[config.mk]
export PLATFORM = sky130hd
export DESIGN_NAME = wb_commit_queue
export DESIGN_NICKNAME = d
export VERILOG_FILES = /design/src/rtl/wb_commit_queue.sv
export SDC_FILE = /design/constraint.sdc
export NUM_CORES = 1
export LEC_CHECK = 0
export BUFFER_PORTS_ARGS = -buffer_cell sky130_fd_sc_hd__buf_4
export CORE_MARGIN = 2
export CORE_UTILIZATION = 40
export DETAILED_ROUTE_END_ITERATION = 10
export HOLD_SLACK_MARGIN = 0.1
export PLACE_DENSITY_LB_ADDON = 0.05
export SLEW_MARGIN = 20
export SYNTH_ARGS = -nofsm -noshare
export SYNTH_HDL_FRONTEND = slang
export SYNTH_SLANG_ARGS = --single-unit
[constraint.sdc]
create_clock -name clk -period 3.65 [get_ports clk]
set_clock_uncertainty 0.2 [all_clocks]
set_input_delay 0.73 -clock clk [delete_from_list [all_inputs] [get_ports clk]]
set_output_delay 0.73 -clock clk [all_outputs]
set_load 0.02 [all_outputs]
[src/rtl/wb_commit_queue.sv]
// Writeback commit queue: a small circular FIFO of register writes that drains into the
// register file, with two combinational forwarding ports over all queued entries.
module wb_commit_queue #(
  parameter int XLEN  = 32,
  parameter int AW    = 5,
  parameter int DEPTH = 4
) (
  input  logic                       clk,
  input  logic                       rst,
  input  logic                       rdy,
  input  logic                       flush,
  input  logic                       in_valid,
  output logic                       in_ready,
  input  logic                       in_we,
  input  logic [AW-1:0]              in_waddr,
  input  logic [XLEN-1:0]            in_wdata,
  output logic                       wb_we,
  output logic [AW-1:0]              wb_waddr,
  output logic [XLEN-1:0]            wb_wdata,
  input  logic                       wb_ready,
  input  logic [AW-1:0]              fwd0_addr,
  input  logic [AW-1:0]              fwd1_addr,
  output logic                       fwd0_hit,
  output logic                       fwd1_hit,
  output logic [XLEN-1:0]            fwd0_data,
  output logic [XLEN-1:0]            fwd1_data,
  output logic [$clog2(DEPTH):0]     count
);

  localparam int PW = $clog2(DEPTH);
  localparam int CW = PW + 1;
  localparam logic [CW-1:0] FULL = CW'(DEPTH);

  logic [AW-1:0]   addr_mem [DEPTH];
  logic [XLEN-1:0] data_mem [DEPTH];
  logic [PW-1:0]   rd_ptr;
  logic [PW-1:0]   wr_ptr;
  logic [CW-1:0]   occ;

  logic pop;
  logic push;

  assign count    = occ;
  assign wb_we    = (occ != '0);
  assign wb_waddr = wb_we ? addr_mem[rd_ptr] : '0;
  assign wb_wdata = wb_we ? data_mem[rd_ptr] : '0;

  assign pop      = wb_we && wb_ready && rdy && !flush;
  assign in_ready = rdy && !rst && !flush && ((occ < FULL) || (occ == FULL && pop));
  // Accepted offers that do not write a real register are swallowed as bubbles.
  assign push     = in_valid && in_ready && in_we && (in_waddr != '0);

  always_ff @(posedge clk) begin
    if (rst) begin
      rd_ptr <= '0;
      wr_ptr <= '0;
      occ    <= '0;
    end else if (rdy) begin
      if (flush) begin
        rd_ptr <= '0;
        wr_ptr <= '0;
        occ    <= '0;
      end else begin
        if (push) wr_ptr <= wr_ptr + 1'b1;
        if (pop)  rd_ptr <= rd_ptr + 1'b1;
        unique case ({push, pop})
          2'b10:   occ <= occ + 1'b1;
          2'b01:   occ <= occ - 1'b1;
          default: occ <= occ;
        endcase
      end
    end
  end

  // Storage carries no reset; only entries covered by the occupancy are ever exposed.
  always_ff @(posedge clk) begin
    if (push) begin
      addr_mem[wr_ptr] <= in_waddr;
      data_mem[wr_ptr] <= in_wdata;
    end
  end

  logic [AW-1:0]   fwd_addr [2];
  logic            fwd_hit  [2];
  logic [XLEN-1:0] fwd_data [2];

  assign fwd_addr[0] = fwd0_addr;
  assign fwd_addr[1] = fwd1_addr;
  assign fwd0_hit    = fwd_hit[0];
  assign fwd1_hit    = fwd_hit[1];
  assign fwd0_data   = fwd_data[0];
  assign fwd1_data   = fwd_data[1];

  for (genvar p = 0; p < 2; p++) begin : g_fwd
    logic [PW-1:0] idx;
    // Walk oldest to youngest so the last valid match wins.
    always_comb begin
      fwd_hit[p]  = 1'b0;
      fwd_data[p] = '0;
      idx         = rd_ptr;
      for (int i = 0; i < DEPTH; i++) begin
        idx = rd_ptr + PW'(i);
        if ((CW'(i) < occ) && (fwd_addr[p] != '0) && (addr_mem[idx] == fwd_addr[p])) begin
          fwd_hit[p]  = 1'b1;
          fwd_data[p] = data_mem[idx];
        end
      end
    end
  end

endmodule

==> results.cfg <==
[outcome]
outcome = finished, violations left
violations = setup timing

[pwr]
peakVddDrop_v = 0.000259
power_leakage_nw = 5.50
power-per-cell-area_nw_per_um2 = 248

[timing]
fin_setup_tns_ns = -22.39
clock.fmax_mhz = 246
setup_viol = 66
whs_ns = 0.296
post-route-min-period_ns = 4.06
fin_crit_sh_pct = 111
rsz0062_at_grt = yes
drv_slew = 0
setup_ws_ns = -0.410
hold_viol_final = 0
worst_pin_slew_ns = 0.600
slew-limit-headroom_pct = 59.6

[clock_tree]
clk_transition_reported_paths_ns = 0.08
hold_buffers = 0
cts-root-buf = clkbuf_16
cts.sinks = 157
htree_levels = 4
cts_inserted_buffers = 17
clock_latency_ns = 0.43
cts_tree = built
cts_buffer_depth = 2

[synthesis]
yosys_warnings = 0
yosys-top-cells-area = edfxtp_1 39%, mux4_2 15%, mux2i_1 6.0%
dominantRegCellSynth = edfxtp_1
synthesis.area_sq_um = 11400
synthCells = 1012
yosysTopAreaCellShare_pct = 39.0
yosys.cell_count.top_type = edfxtp_1
seq_area_frac_synth_pct = 40.6
avgSynthCellArea_sq_um = 11.3
synth_seq_cells = 157
synth_cell_type_count = 59
synthArstFlopShare_pct = 0
synth_area_leader_cell = edfxtp_1
synth_edf_count = 148
syn_nets = 1074
synth_common_cells = 148 x edfxtp_1, 87 x nand2_1, 77 x mux4_2

[setup_path]
worst-path-max-fanout = 6
crit_required_ns = 2.72
reg2reg_from = count[0]
cp-start-kind = register
arrival_ns = 3.13
rrSetupSlack_ns = 0.97
reg2reg_to = data_mem[2][25]
critPathCaptureType = output port
crit_type = reg2out
rr_worst_depth = 6

[finish]
num-fill-cells = 2393
diodes = 0
drive_gt1_share_pct = 48.8
fin_nets = 1308
seq_area_sq_um = 4640
post-route-util_pct = 57.5
fin_area_sq_um = 16000
multi_input_area_sq_um = 7330
area_growth_syn_to_layout_pct = 40.8

[floorplan]
ioPinCount = 162
die_h_um = 173
die_w_um = 173
die_area_sq_um = 29900
coreArea_sq_um = 27900
initial_core_util_pct = 40.8
core.rowCount = 61

[global_route]
grt_usage_pct = 25.6
overflow = 0
grt_max_degree = 48
grt_pass1_wl_um = 59400
grt_pass1_vias = 10053
antenna_found_initial = 0

[placement]
io_buffers = 161
preCtsSetupSlack_ns = -0.284
hpwlAfterDp_um = 25200
gp_congestion = 0.843
dpl_cell_area_sq_um = 13700

[worst_hold_path]
hold_path.class = in2reg
whs_endpoint = data_mem[0][4]
min_delay_path_depth = 1
hold_start = in_wdata[4]

[route]
ant_nets = 0
firstDrtPassIters = 5
dr.first_iter.drc_count = 815
drc = 0
vias = 9941
vias_per_cell = 6.07
wl_per_cell_um = 23.9
wirelength_um = 39100

[run]
maxCapViolations = 0
-- how the worst max path moves through the flow --
stage,cells past startpoint,end,startpoint
after detailed placement,8,fwd0_data[23],fwd0_addr[4]
after global placement,8,fwd0_data[23],fwd0_addr[4]
after global routing,9,fwd0_data[3],rd_ptr[0]
after floorplan,9,fwd1_data[19],fwd1_addr[0]
after CTS,13,fwd1_data[2],rd_ptr[0]
final,11,fwd1_data[1],addr_mem[3][4]
-- state kept, by name, indices dropped and copies added, names as in the netlist, named ones only --
signal	flops
count	3
rd_ptr	2
data_mem	128
wr_ptr	2
addr_mem	20
-- repair_timing --
| item | in CTS | in global routing |
|---|---|---|
| buffers inserted | 31 | 15 |
| endpoints found under the hold margin | 0 | 0 |
| pin swaps | 23 | 35 |
| resized for setup | 158 | 90 |
| cloned | 6 | 4 |
| endpoints found under the setup margin | 66 | 96 |
-- cells by family after synthesis --
group                      share of synthesized area (%)
DFF                                                 40.6
xor gates and xnor gates                            2.84
muxes                                               24.8
adders and majority gates                          0.878
AOI/OAI and AO/OA                                   14.0
buffers and inverters                               4.13
and+or+nand+nor                                     12.8
-- power breakdown --
part | total [mW] | switching (mW) | internal, mW
sequential | 1.98 | 0.00427 | 1.97
combinational | 0.239 | 0.126 | 0.113
clock | 1.76 | 0.797 | 0.968
-- cell type report --
cell class | instances | share of cell area (%)
Sequential cell | 157 | 28.9
Clock inverter | 14 | 0.920
Timing Repair Buffer | 308 | 18.5
Multi-Input combinational cell | 748 | 45.7
Inverter | 14 | 0.327
Tap cell | 378 | 2.95
Clock buffer | 18 | 2.67
-- placed cells by master, fill, tap and decap left out, types with 7 or more instances in the layout --
cell / instances
buf_4: 223
edfxtp_1: 148
mux4_2: 77
nand2_1: 77
mux2i_1: 67
nor2_1: 58
buf_6: 47
o21ai_0: 41
mux2_2: 35
and2_1: 32
a21oi_1: 32
buf_12: 27
xnor2_1: 23
nor3_1: 21
clkbuf_16: 20
o221ai_2: 18
o21a_1: 18
a31oi_1: 16
a211oi_2: 15
nor3_2: 14
a221o_1: 14
inv_1: 13
xnor2_2: 13
nand3b_1: 11
o31a_1: 10
o2bb2ai_2: 10
nor2_4: 9
ha_1: 8
inv_6: 8
nor3_4: 7
nand2_2: 7
nand3_2: 7
-- stage by stage --
stage / instances / power (mW)
5_1_grt: 1637 / 4.08
4_1_cts: 1622 / 3.99
3_5_place_dp: 1554 / 2.23
6_report: 1637 / 3.98
2_1_floorplan: 1012 / 2.11
3_3_place_gp: 1554 / 2.23
-- layer usage --
metal  global-route usage (%)  wire length [um]  vias to the layer above
met4                     10.0              1110                        0
li1                         -                 -                     4455
met2                     43.6             19300                      410
met3                     3.45              2360                       70
met5                        0                 0                        -
met1                     33.2             16300                     5006
-- worst max-delay path, stage by stage, from the launching register on --
cell and delay [ns]:
edfxtp_1 0.39, buf_4 0.15, mux4_2 0.52, xnor2_1 0.22
nand4_1 0.15, buf_4 0.19, nor2_4 0.17, o221ai_4 0.20
buf_12 0.18, buf_16 0.14, o221ai_2 0.20, buf_4 0.17
Note: power is estimated with default switching activity, not from simulation.
